===== src/rtl/axil_regfile32_pkg.sv =====
// Shared constants, types and the byte-strobe merge helper for the
// axil_regfile32 AXI4-Lite register block.
package axil_regfile32_pkg;

  localparam int DATA_W   = 32;
  localparam int ADDR_W   = 7;
  localparam int NUM_REGS = 32;
  localparam int ADDR_LSB = 2;
  localparam int STRB_W   = DATA_W / 8;
  localparam int IDX_W    = ADDR_W - ADDR_LSB;

  localparam logic [1:0] RESP_OKAY = 2'b00;

  typedef logic [DATA_W-1:0] reg_array_t [NUM_REGS];

  // Merge new data into an old word, one byte lane per strobe bit.
  function automatic logic [DATA_W-1:0] apply_strb(
    input logic [DATA_W-1:0] old_v,
    input logic [DATA_W-1:0] new_v,
    input logic [STRB_W-1:0] strb
  );
    logic [DATA_W-1:0] res;
    res = old_v;
    for (int i = 0; i < STRB_W; i++) begin
      if (strb[i]) res[8*i +: 8] = new_v[8*i +: 8];
    end
    return res;
  endfunction

endpackage


===== src/rtl/axil_regfile32_if.sv =====
// AXI4-Lite bus bundle for axil_regfile32 (clock and reset stay plain ports).
// Handshake rule for every channel: a transfer happens on the rising clock
// edge where both VALID and READY are high; once VALID is raised the sender
// holds it and its payload stable until that edge.
interface axil_regfile32_if;
  import axil_regfile32_pkg::*;

  logic [ADDR_W-1:0] S_AXI_AWADDR;
  logic [2:0]        S_AXI_AWPROT;
  logic              S_AXI_AWVALID;
  logic              S_AXI_AWREADY;
  logic [DATA_W-1:0] S_AXI_WDATA;
  logic [STRB_W-1:0] S_AXI_WSTRB;
  logic              S_AXI_WVALID;
  logic              S_AXI_WREADY;
  logic [1:0]        S_AXI_BRESP;
  logic              S_AXI_BVALID;
  logic              S_AXI_BREADY;
  logic [ADDR_W-1:0] S_AXI_ARADDR;
  logic [2:0]        S_AXI_ARPROT;
  logic              S_AXI_ARVALID;
  logic              S_AXI_ARREADY;
  logic [DATA_W-1:0] S_AXI_RDATA;
  logic [1:0]        S_AXI_RRESP;
  logic              S_AXI_RVALID;
  logic              S_AXI_RREADY;

  modport slave (
    input  S_AXI_AWADDR, S_AXI_AWPROT, S_AXI_AWVALID,
    output S_AXI_AWREADY,
    input  S_AXI_WDATA, S_AXI_WSTRB, S_AXI_WVALID,
    output S_AXI_WREADY,
    output S_AXI_BRESP, S_AXI_BVALID,
    input  S_AXI_BREADY,
    input  S_AXI_ARADDR, S_AXI_ARPROT, S_AXI_ARVALID,
    output S_AXI_ARREADY,
    output S_AXI_RDATA, S_AXI_RRESP, S_AXI_RVALID,
    input  S_AXI_RREADY
  );

  modport master (
    output S_AXI_AWADDR, S_AXI_AWPROT, S_AXI_AWVALID,
    input  S_AXI_AWREADY,
    output S_AXI_WDATA, S_AXI_WSTRB, S_AXI_WVALID,
    input  S_AXI_WREADY,
    input  S_AXI_BRESP, S_AXI_BVALID,
    output S_AXI_BREADY,
    output S_AXI_ARADDR, S_AXI_ARPROT, S_AXI_ARVALID,
    input  S_AXI_ARREADY,
    input  S_AXI_RDATA, S_AXI_RRESP, S_AXI_RVALID,
    output S_AXI_RREADY
  );

endinterface


===== src/rtl/axil_regfile32_checker.sv =====
// Simulation protocol monitor for axil_regfile32. The module only exists when
// AXIL_REGFILE32_PROTOCOL_CHECK_EN is defined; it drives nothing.
`ifdef AXIL_REGFILE32_PROTOCOL_CHECK_EN
module axil_regfile32_checker
  import axil_regfile32_pkg::*;
(
  input logic              i_clk,
  input logic              i_rst_n,
  input logic              i_awvalid,
  input logic              i_awready,
  input logic              i_wvalid,
  input logic              i_wready,
  input logic              i_bvalid,
  input logic              i_bready,
  input logic [1:0]        i_bresp,
  input logic              i_arvalid,
  input logic              i_arready,
  input logic              i_rvalid,
  input logic              i_rready,
  input logic [1:0]        i_rresp,
  input logic [DATA_W-1:0] i_rdata
);

  logic              r_bvalid_q, r_bready_q, r_rvalid_q, r_rready_q;
  logic [DATA_W-1:0] r_rdata_q;
  logic              r_wpend, r_rpend;
  logic [3:0]        r_aw_cnt, r_ar_cnt, r_b_cnt, r_r_cnt;
  logic              w_wr_fire, w_rd_fire;

  assign w_wr_fire = i_awvalid & i_awready & i_wvalid & i_wready;
  assign w_rd_fire = i_arvalid & i_arready;

  // Previous-cycle history plus saturating stall/latency counters.
  always_ff @(posedge i_clk or negedge i_rst_n) begin
    if (!i_rst_n) begin
      r_bvalid_q <= 1'b0;
      r_bready_q <= 1'b0;
      r_rvalid_q <= 1'b0;
      r_rready_q <= 1'b0;
      r_rdata_q  <= '0;
      r_wpend    <= 1'b0;
      r_rpend    <= 1'b0;
      r_aw_cnt   <= '0;
      r_ar_cnt   <= '0;
      r_b_cnt    <= '0;
      r_r_cnt    <= '0;
    end else begin
      r_bvalid_q <= i_bvalid;
      r_bready_q <= i_bready;
      r_rvalid_q <= i_rvalid;
      r_rready_q <= i_rready;
      r_rdata_q  <= i_rdata;
      r_wpend    <= w_wr_fire | (r_wpend & ~i_bvalid);
      r_rpend    <= w_rd_fire | (r_rpend & ~i_rvalid);
      r_aw_cnt   <= (i_awvalid & ~i_awready) ? r_aw_cnt + {3'b0, r_aw_cnt != 4'hF} : '0;
      r_ar_cnt   <= (i_arvalid & ~i_arready) ? r_ar_cnt + {3'b0, r_ar_cnt != 4'hF} : '0;
      r_b_cnt    <= (r_wpend & ~i_bvalid) ? r_b_cnt + {3'b0, r_b_cnt != 4'hF} : '0;
      r_r_cnt    <= (r_rpend & ~i_rvalid) ? r_r_cnt + {3'b0, r_r_cnt != 4'hF} : '0;
    end
  end

  // Rule checks, evaluated every clock outside reset.
  always_ff @(posedge i_clk) begin
    if (i_rst_n) begin
      assert (!(r_bvalid_q && !r_bready_q && !i_bvalid)) else $error("BVALID dropped without handshake");
      assert (!(r_rvalid_q && !r_rready_q && !i_rvalid)) else $error("RVALID dropped without handshake");
      assert (!(r_rvalid_q && !r_rready_q && i_rdata != r_rdata_q)) else $error("RDATA changed while stalled");
      assert (!(w_wr_fire && i_bvalid && !i_bready)) else $error("second outstanding write response");
      assert (!(w_rd_fire && i_rvalid && !i_rready)) else $error("second outstanding read response");
      assert (!(i_bvalid && i_bresp != RESP_OKAY)) else $error("BRESP not OKAY");
      assert (!(i_rvalid && i_rresp != RESP_OKAY)) else $error("RRESP not OKAY");
      assert (!(r_aw_cnt == 4'hF && i_awvalid && !i_awready)) else $error("AWREADY stall over 15 cycles");
      assert (!(r_ar_cnt == 4'hF && i_arvalid && !i_arready)) else $error("ARREADY stall over 15 cycles");
      assert (!(r_b_cnt == 4'hF && r_wpend && !i_bvalid)) else $error("write response delay over 15 cycles");
      assert (!(r_r_cnt == 4'hF && r_rpend && !i_rvalid)) else $error("read response delay over 15 cycles");
    end
  end

endmodule
`endif


===== src/rtl/axil_regfile32.sv =====
// AXI4-Lite slave with 32 x 32-bit read/write registers. Write and read
// channels are independent; responses are always OKAY and held until taken.
// Optional build macro: AXIL_REGFILE32_PROTOCOL_CHECK_EN adds the protocol
// monitor (axil_regfile32_checker); the datapath is identical either way.
module axil_regfile32
  import axil_regfile32_pkg::*;
#(
  parameter int C_S_AXI_DATA_WIDTH = 32,
  parameter int C_S_AXI_ADDR_WIDTH = 7
) (
  input logic               S_AXI_ACLK,
  input logic               S_AXI_ARESETN,
  axil_regfile32_if.slave   s_axi
);

  logic                          r_awready, r_wready, r_bvalid;
  logic                          r_arready, r_rvalid;
  logic [C_S_AXI_DATA_WIDTH-1:0] r_rdata;
  reg_array_t                    r_regs;

  logic             w_wr_accept, w_wr_fire, w_rd_accept, w_rd_fire;
  logic [IDX_W-1:0] w_wr_idx, w_rd_idx;
  logic             w_unused_ok;

  // Address and data are only ever taken together, and only when the
  // response slot is free or being drained this cycle.
  assign w_wr_accept = s_axi.S_AXI_AWVALID & s_axi.S_AXI_WVALID & ~r_awready
                     & (~r_bvalid | s_axi.S_AXI_BREADY);
  assign w_wr_fire   = r_awready & r_wready & s_axi.S_AXI_AWVALID & s_axi.S_AXI_WVALID;
  assign w_rd_accept = s_axi.S_AXI_ARVALID & ~r_arready & (~r_rvalid | s_axi.S_AXI_RREADY);
  assign w_rd_fire   = r_arready & s_axi.S_AXI_ARVALID;
  assign w_wr_idx    = s_axi.S_AXI_AWADDR[C_S_AXI_ADDR_WIDTH-1:ADDR_LSB];
  assign w_rd_idx    = s_axi.S_AXI_ARADDR[C_S_AXI_ADDR_WIDTH-1:ADDR_LSB];

  assign s_axi.S_AXI_AWREADY = r_awready;
  assign s_axi.S_AXI_WREADY  = r_wready;
  assign s_axi.S_AXI_BVALID  = r_bvalid;
  assign s_axi.S_AXI_BRESP   = RESP_OKAY;
  assign s_axi.S_AXI_ARREADY = r_arready;
  assign s_axi.S_AXI_RVALID  = r_rvalid;
  assign s_axi.S_AXI_RDATA   = r_rdata;
  assign s_axi.S_AXI_RRESP   = RESP_OKAY;

  // Protection bits and byte-offset address bits carry no meaning here.
  assign w_unused_ok = &{1'b0, s_axi.S_AXI_AWPROT, s_axi.S_AXI_ARPROT,
                         s_axi.S_AXI_AWADDR[ADDR_LSB-1:0], s_axi.S_AXI_ARADDR[ADDR_LSB-1:0]};

  // Write channel: one-cycle AW/W ready pulse, then BVALID held until BREADY.
  always_ff @(posedge S_AXI_ACLK or negedge S_AXI_ARESETN) begin
    if (!S_AXI_ARESETN) begin
      r_awready <= 1'b0;
      r_wready  <= 1'b0;
      r_bvalid  <= 1'b0;
    end else begin
      r_awready <= w_wr_accept;
      r_wready  <= w_wr_accept;
      if (w_wr_fire)                  r_bvalid <= 1'b1;
      else if (s_axi.S_AXI_BREADY)    r_bvalid <= 1'b0;
    end
  end

  // Read channel: one-cycle AR ready pulse, data captured on the address
  // handshake (pre-write value on a same-cycle collision), held until RREADY.
  always_ff @(posedge S_AXI_ACLK or negedge S_AXI_ARESETN) begin
    if (!S_AXI_ARESETN) begin
      r_arready <= 1'b0;
      r_rvalid  <= 1'b0;
      r_rdata   <= '0;
    end else begin
      r_arready <= w_rd_accept;
      if (w_rd_fire) begin
        r_rvalid <= 1'b1;
        r_rdata  <= r_regs[w_rd_idx];
      end else if (s_axi.S_AXI_RREADY) begin
        r_rvalid <= 1'b0;
      end
    end
  end

  // Register file: byte-lane merge on the write handshake.
  always_ff @(posedge S_AXI_ACLK or negedge S_AXI_ARESETN) begin
    if (!S_AXI_ARESETN) begin
      for (int i = 0; i < NUM_REGS; i++) r_regs[i] <= '0;
    end else if (w_wr_fire) begin
      r_regs[w_wr_idx] <= apply_strb(r_regs[w_wr_idx], s_axi.S_AXI_WDATA, s_axi.S_AXI_WSTRB);
    end
  end

`ifdef AXIL_REGFILE32_PROTOCOL_CHECK_EN
  axil_regfile32_checker u_checker (
    .i_clk     (S_AXI_ACLK),
    .i_rst_n   (S_AXI_ARESETN),
    .i_awvalid (s_axi.S_AXI_AWVALID),
    .i_awready (r_awready),
    .i_wvalid  (s_axi.S_AXI_WVALID),
    .i_wready  (r_wready),
    .i_bvalid  (r_bvalid),
    .i_bready  (s_axi.S_AXI_BREADY),
    .i_bresp   (RESP_OKAY),
    .i_arvalid (s_axi.S_AXI_ARVALID),
    .i_arready (r_arready),
    .i_rvalid  (r_rvalid),
    .i_rready  (s_axi.S_AXI_RREADY),
    .i_rresp   (RESP_OKAY),
    .i_rdata   (r_rdata)
  );
`else
`endif

endmodule


===== src/flat_wrapper.sv =====
// flat-port wrapper written by rule: the top's interface ports become plain ports
module axil_regfile32_flat import axil_regfile32_pkg::*;
#(
  parameter int C_S_AXI_DATA_WIDTH = 32,
  parameter int C_S_AXI_ADDR_WIDTH = 7
)
  (S_AXI_ACLK, S_AXI_ARESETN, s_axi_S_AXI_AWADDR, s_axi_S_AXI_AWPROT, s_axi_S_AXI_AWVALID, s_axi_S_AXI_AWREADY, s_axi_S_AXI_WDATA, s_axi_S_AXI_WSTRB, s_axi_S_AXI_WVALID, s_axi_S_AXI_WREADY, s_axi_S_AXI_BRESP, s_axi_S_AXI_BVALID, s_axi_S_AXI_BREADY, s_axi_S_AXI_ARADDR, s_axi_S_AXI_ARPROT, s_axi_S_AXI_ARVALID, s_axi_S_AXI_ARREADY, s_axi_S_AXI_RDATA, s_axi_S_AXI_RRESP, s_axi_S_AXI_RVALID, s_axi_S_AXI_RREADY);
  axil_regfile32_if s_axi_i ();
  input logic S_AXI_ACLK;
  input logic S_AXI_ARESETN;
  input wire logic [$bits(s_axi_i.S_AXI_AWADDR)-1:0] s_axi_S_AXI_AWADDR;
  input wire logic [$bits(s_axi_i.S_AXI_AWPROT)-1:0] s_axi_S_AXI_AWPROT;
  input wire logic [$bits(s_axi_i.S_AXI_AWVALID)-1:0] s_axi_S_AXI_AWVALID;
  output wire logic [$bits(s_axi_i.S_AXI_AWREADY)-1:0] s_axi_S_AXI_AWREADY;
  input wire logic [$bits(s_axi_i.S_AXI_WDATA)-1:0] s_axi_S_AXI_WDATA;
  input wire logic [$bits(s_axi_i.S_AXI_WSTRB)-1:0] s_axi_S_AXI_WSTRB;
  input wire logic [$bits(s_axi_i.S_AXI_WVALID)-1:0] s_axi_S_AXI_WVALID;
  output wire logic [$bits(s_axi_i.S_AXI_WREADY)-1:0] s_axi_S_AXI_WREADY;
  output wire logic [$bits(s_axi_i.S_AXI_BRESP)-1:0] s_axi_S_AXI_BRESP;
  output wire logic [$bits(s_axi_i.S_AXI_BVALID)-1:0] s_axi_S_AXI_BVALID;
  input wire logic [$bits(s_axi_i.S_AXI_BREADY)-1:0] s_axi_S_AXI_BREADY;
  input wire logic [$bits(s_axi_i.S_AXI_ARADDR)-1:0] s_axi_S_AXI_ARADDR;
  input wire logic [$bits(s_axi_i.S_AXI_ARPROT)-1:0] s_axi_S_AXI_ARPROT;
  input wire logic [$bits(s_axi_i.S_AXI_ARVALID)-1:0] s_axi_S_AXI_ARVALID;
  output wire logic [$bits(s_axi_i.S_AXI_ARREADY)-1:0] s_axi_S_AXI_ARREADY;
  output wire logic [$bits(s_axi_i.S_AXI_RDATA)-1:0] s_axi_S_AXI_RDATA;
  output wire logic [$bits(s_axi_i.S_AXI_RRESP)-1:0] s_axi_S_AXI_RRESP;
  output wire logic [$bits(s_axi_i.S_AXI_RVALID)-1:0] s_axi_S_AXI_RVALID;
  input wire logic [$bits(s_axi_i.S_AXI_RREADY)-1:0] s_axi_S_AXI_RREADY;
  assign s_axi_i.S_AXI_AWADDR = s_axi_S_AXI_AWADDR;
  assign s_axi_i.S_AXI_AWPROT = s_axi_S_AXI_AWPROT;
  assign s_axi_i.S_AXI_AWVALID = s_axi_S_AXI_AWVALID;
  assign s_axi_S_AXI_AWREADY = s_axi_i.S_AXI_AWREADY;
  assign s_axi_i.S_AXI_WDATA = s_axi_S_AXI_WDATA;
  assign s_axi_i.S_AXI_WSTRB = s_axi_S_AXI_WSTRB;
  assign s_axi_i.S_AXI_WVALID = s_axi_S_AXI_WVALID;
  assign s_axi_S_AXI_WREADY = s_axi_i.S_AXI_WREADY;
  assign s_axi_S_AXI_BRESP = s_axi_i.S_AXI_BRESP;
  assign s_axi_S_AXI_BVALID = s_axi_i.S_AXI_BVALID;
  assign s_axi_i.S_AXI_BREADY = s_axi_S_AXI_BREADY;
  assign s_axi_i.S_AXI_ARADDR = s_axi_S_AXI_ARADDR;
  assign s_axi_i.S_AXI_ARPROT = s_axi_S_AXI_ARPROT;
  assign s_axi_i.S_AXI_ARVALID = s_axi_S_AXI_ARVALID;
  assign s_axi_S_AXI_ARREADY = s_axi_i.S_AXI_ARREADY;
  assign s_axi_S_AXI_RDATA = s_axi_i.S_AXI_RDATA;
  assign s_axi_S_AXI_RRESP = s_axi_i.S_AXI_RRESP;
  assign s_axi_S_AXI_RVALID = s_axi_i.S_AXI_RVALID;
  assign s_axi_i.S_AXI_RREADY = s_axi_S_AXI_RREADY;
  axil_regfile32 #(.C_S_AXI_DATA_WIDTH(C_S_AXI_DATA_WIDTH), .C_S_AXI_ADDR_WIDTH(C_S_AXI_ADDR_WIDTH)) u_core (.S_AXI_ACLK(S_AXI_ACLK), .S_AXI_ARESETN(S_AXI_ARESETN), .s_axi(s_axi_i));
endmodule

===== config.mk =====
export PLATFORM = sky130hd
export DESIGN_NAME = axil_regfile32_flat
export DESIGN_NICKNAME = d
export VERILOG_FILES = /design/src/rtl/axil_regfile32_pkg.sv /design/src/rtl/axil_regfile32_if.sv /design/src/rtl/axil_regfile32_checker.sv /design/src/rtl/axil_regfile32.sv /design/src/flat_wrapper.sv
export SDC_FILE = /design/constraint.sdc
export NUM_CORES = 2
export LEC_CHECK = 0
export CAP_MARGIN = 0
export CORE_MARGIN = 2
export CORE_UTILIZATION = 40
export DETAILED_ROUTE_END_ITERATION = 7
export HOLD_SLACK_MARGIN = 0.12
export PLACE_DENSITY_LB_ADDON = 0.15
export SLEW_MARGIN = 25
export SYNTH_ARGS = -nofsm -noshare
export SYNTH_HDL_FRONTEND = slang
export SYNTH_SLANG_ARGS = --single-unit
export TNS_END_PERCENT = 50

===== constraint.sdc =====
create_clock -name S_AXI_ACLK -period 4.4 [get_ports S_AXI_ACLK]
set_clock_uncertainty 0.15 [all_clocks]
set_input_delay 1.1 -clock S_AXI_ACLK [delete_from_list [all_inputs] [get_ports S_AXI_ACLK]]
set_output_delay 1.1 -clock S_AXI_ACLK [all_outputs]
set_load 0.01 [all_outputs]

## Word-level counts from Yosys, hierarchy flattened

Index checks and enable logic that the tools add are counted.

| word-level totals | value |
|---|---|
| register bits | 1,060 |

| cells by class | value |
|---|---|
| order comparisons | 3 |
| mux-type cells | 21 |
| bitwise logic cells | 16 |
| reductions and logical operators | 3 |

Operators by type and width:

| operator | count |
|---|---|
| $bwmux W1024 | 1 |
| $bmux W32 S5 | 2 |
| $demux W32 S5 | 1 |
| $mux W32 | 5 |
| $mux W8 | 8 |
| $ge A6 B6 Y1 const B | 2 |
| $not A5 Y6 | 2 |
| $and A1 B1 Y1 | 8 |
| $lt A6 B1 Y1 const B | 1 |
| $mux W1 | 4 |
| $not A1 Y1 | 4 |
| $reduce_bool A2 Y1 | 2 |
| $or A1 B1 Y1 | 2 |
| $logic_and A1 B1 Y1 | 1 |

## Depth between registers and ports, before layout

| logic depth | value |
|---|---|
| depth after elaboration | 7 |
| depth in mapped cells | 12 |
| gate-level depth less buffers | 5 |

## Least setup slack after synthesis

OpenSTA, ideal clock, no wires.

| timing | value |
|---|---|
| path type | in2reg |
| start point | input s_axi_S_AXI_AWADDR[3] |
| end point | register u_core.r_regs[364] (netlist bit) |
| library setup time | 0.133 ns |
| arrival time | 3.100 ns |
| required time | 4.117 ns |
| path slack | 1.017 ns |
| stages on the path | 9 |
| path buffers | 4 |
| path through | buf_4 > buf_4 > clkbuf_1 > mux4_2 > a22oi_1 > o311ai_0 > o32ai_1 > clkbuf_1 > o21ai_0 |

| on the way | value |
|---|---|
| longest elaborated chain between the ends | 7 |
| elaborated cells between the ends (all ways) | 12 |
| classes of those cells | 2 x order compare; 8 x mux; 1 x bitwise; 1 x reduce/logical |

RTL lines:

| element | line | source |
|---|---|---|
| start: declaration | flat_wrapper.sv:11 | `input wire logic [$bits(s_axi_i.S_AXI_AWADDR)-1:0] s_axi_S_AXI_AWADDR;` |
| $not A5 Y6 (not written as such) * | axil_regfile32.sv:85 | `r_regs[w_wr_idx] <= apply_strb(r_regs[w_wr_idx], s_axi.S_AXI_WDATA, s_axi.S_AXI_WSTRB);` |
| $bmux W32 S5 | axil_regfile32.sv:85 |  |
| $mux W32 (not written as such) (2 in a row) | axil_regfile32.sv:85 |  |
| $mux W8 | axil_regfile32_pkg.sv:25 | `if (strb[i]) res[8*i +: 8] = new_v[8*i +: 8];` |
| $mux W8 | axil_regfile32.sv:84 | `end else if (w_wr_fire) begin` |
| $bwmux W1024 * | axil_regfile32.sv:85 |  |
| end signal: indexed assignment | axil_regfile32.sv:85 |  |
| end: declaration | axil_regfile32.sv:19 | `reg_array_t r_regs;` |

Mark *: on every way between the ends. The rest lies on a longest branch, timed or not. The select of a mux whose other input is x is not followed.
A chain may end at the register's enable or synchronous reset.

## Worst setup path after layout

| timing | value |
|---|---|
| start point | input s_axi_S_AXI_AWADDR[5] |
| end point | register u_core.r_regs[165] (netlist bit) |

The elaborated chain is that of the path after synthesis.

==> flow_summary_export.csv <==
group,metric,value,unit
power_and_ir_drop,leakage,28.69,nW
logic_synthesis,synth_ff_type,"dfrtp_1",
placed_design,dp_hpwl,127700,um
sta,fmax,284.1,MHz
sta,min_period_over_period,80.00,%
logic_synthesis,ys_top_cells_by_area,"dfrtp_1, mux4_2, mux2_2",
cells_and_area,finalNetCount,4695,
clock_tree,clk_path_buf_depth,3,
cells_and_area,final_common_cell,"dfrtp_1",
floorplanning,io_pins,104,
floorplanning,rows,135,
routing,drc,0,
cells_and_area,areaGrowthSynthToFinish,16.53,%
floorplanning,dieArea,0.1391,mm2
flow_run,drv_cap,0,
clock_tree,cts_setup_buffers,0,
cells_and_area,drive_gt1_share,29.52,%
global_route,grt_start_max_net_pins,110,
global_route,grt_usage,28.58,%
sta,tns,0,ns
setup_path,critPathLaunchType,"input pin",
routing,drt_wl_total,199000,um
power_and_ir_drop,power_switching_share,26.42,%
power_and_ir_drop,power_switching,6.193,mW
setup_path,worstPathMaxFanout,26,
setup_path,cp-end-kind,"flop",
routing,detail_route.wl_per_cell,30.58,um
logic_synthesis,yosysTopAreaCell,"dfrtp_1",
setup_path,crit_arrival,4.06,ns
setup_path,ff2ff_path_depth,5,
clock_tree,cts_resized,0,
floorplanning,die-width,372.9,um
routing,drt_iter0_markers,3685,
clock_tree,cts-htree-levels,3,
clock_tree,clock_latency,0.78,ns
logic_synthesis,yosysWarnings,0,
sta,max_slew_margin,33.85,%
setup_path,worstPathRequired,4.94,ns
power_and_ir_drop,power_density,369.5,mW/mm2
global_route,grt_pass1_wl,290200,um
placed_design,placed_area,0.05938,mm2
floorplanning,coreArea,0.1353,mm2
clock_tree,root_buffer,"clkbuf_16",
logic_synthesis,synth.avg_cell_area,11.95,um2
sta,worstMarginPinSlew,0.9891,ns
logic_synthesis,synthArstFlopShare,100.0,%
global_route,gr-total-overflow,0,
routing,via_per_inst,6.110,
logic_synthesis,ys_seq_area_share,48.73,%
clock_tree,holdBufCountCts,0,
clock_tree,tritoncts,"done",
clock_tree,clock-sinks,1060,
placed_design,portBuffers,89,
worst_hold_path,hold_class,"input pin to asynchronous set/reset pin",
power_and_ir_drop,peakVddDrop,0.3136,mV
logic_synthesis,ys_seq_elements,1060,
setup_path,worstSetupPathType,"input pin to flop",
routing,postRouteAntennaNets,0,
setup_path,reg2reg_to,"u_core.r_regs[737]",
power_and_ir_drop,p_comb_share,11.3,%
clock_tree,clk_pin_slew,0.06,ns
setup_path,setup.worst_path.end,"u_core.r_regs[165]",
setup_path,startpoint,"s_axi_S_AXI_AWADDR[5]",
power_and_ir_drop,power_frac_seq,44.3,%
cells_and_area,final_area,0.06344,mm2
logic_synthesis,ys_types,67,
sta,hold_viol,0,
floorplanning,die_h,372.9,um
sta,setup_violations,0,
logic_synthesis,syn_inst,4556,
status,status,"complete, no violations",
routing,first_pass_iters,7,
sta,final-max-slew-violation-count,0,
sta,finalCriticalPeriod,3.520,ns
floorplanning,start_util,40.23,%
sta,grt_setup_unrepaired,"no",
placed_design,gp_congestion,0.8379,
setup_path,reg2reg_from,"u_core.s_axi.S_AXI_AWREADY",
clock_tree,numCtsBuffers,121,
logic_synthesis,synth.cell_area,0.05444,mm2
logic_synthesis,synth_top_area_share,48.73,%
setup_path,r2r_slack,1.46,ns
power_and_ir_drop,power_frac_clock,44.4,%
routing,num_vias,39770,
global_route,grt_pass1_vias,39280,
global_route,grt_antenna_before_repair,7,
power_and_ir_drop,internal_power,17.25,mW
logic_synthesis,synth_edf_count,0,
cells_and_area,final_cell_mix,"dfrtp_1, nand2_1, o21ai_0",
==> worst max-delay path, stage by stage <==
cell and delay, ns:
clkdlybuf4s50_1 0.50, buf_12 0.21, and3b_1 0.56, buf_4 0.27, nor2_1 0.05, buf_4 0.18, o311a_1 0.39, a32oi_1 0.27
buf_4 0.30, mux2_2 0.19
==> cell families after synthesis <==
kind of cell	count (synthesis)	share of synthesized area, %
DFF	1060	48.73
and+or+nand+nor	925	7.378
muxes	1066	28.71
AOI/OAI and AO/OA	1020	10.95
other	1	0.006889
buffers and inverters	484	4.231
==> per-layer routing <==
| metal | vias up | global-route usage [%] | part of all wire, % |
|---|---|---|---|
| li1 | 17040 | - | - |
| met1 | 20920 | 41.15 | 45 |
| met2 | 1458 | 44.02 | 45 |
| met3 | 349 | 5.124 | 6.6 |
| met4 | 4 | 8.652 | 3.3 |
| met5 | - | 0 | 0.014 |
==> synth_stat cells, types with 33 or more instances <==
cell      count
o21ai_0     626
mux4_2      349
mux2_2      432
a22oi_1      64
nand2_1     722
buf_2        88
dfrtp_1    1060
mux2i_1     282
o22ai_1     168
nor2_1       42
clkbuf_1    289
or4_1        33
==> through the flow <==
step | setup slack, ns | util, % | std cells | hold WS (ns) | power (mW)
after CTS | 0.9645 | 46.88 | 6507 | 0.1870 | 23.61
after global routing | 0.8751 | 46.89 | 6508 | 0.2217 | 24.23
after floorplan | 1.017 | - | 4559 | 0.3082 | 11.88
final | 0.8799 | 46.89 | 6509 | 0.2064 | 23.44
after global placement | 0.1676 | 43.89 | 6290 | 0.3145 | 13.17
after detailed placement | 0.1567 | 43.89 | 6290 | 0.3193 | 13.20
==> power by group through the flow <==
stage               sequential (mW)  clock (mW)  combinational (mW)
floorplan                      10.5           0                1.38
global placement               10.5           0                2.64
detailed placement             10.5           0                2.66
CTS                            10.4        10.6                2.67
global route                   10.4        11.0                2.84
finish                         10.4        10.4                2.65
==> flip-flops by register name (all words and copies together) (netlist names) <==
name / cells
u_core.r_regs: 1024
u_core.s_axi.S_AXI_ARREADY: 1
u_core.s_axi.S_AXI_AWREADY: 1
u_core.s_axi.S_AXI_BVALID: 1
u_core.s_axi.S_AXI_RDATA: 32
u_core.s_axi.S_AXI_RVALID: 1
==> area by class of cell <==
type	count	area [um2]
diodes	2	5.005
clock buffers	179	3557
clock inverters	38	498.0
fillers	12440	71860
inverters	17	63.81
multi-input cells	3015	26040
flip-flops and latches	1060	26530
well taps	1781	2228
repair buffers	417	4517
==> worst min-delay path by stage <==
stage | slack, ns | start | end | cells past startpoint
after floorplan | 0.31 | u_core.r_regs[553] | u_core.r_regs[553] | 2
after global placement | 0.31 | u_core.s_axi.S_AXI_RDATA[14] | u_core.s_axi.S_AXI_RDATA[14] | 2
after detailed placement | 0.32 | u_core.s_axi.S_AXI_RDATA[5] | u_core.s_axi.S_AXI_RDATA[5] | 2
after CTS | 0.19 | S_AXI_ARESETN | u_core.s_axi.S_AXI_AWREADY | 1
after global routing | 0.22 | S_AXI_ARESETN | u_core.r_regs[554] | 1
final | 0.21 | S_AXI_ARESETN | u_core.r_regs[554] | 1
Note: power is estimated with default switching activity, not from simulation.
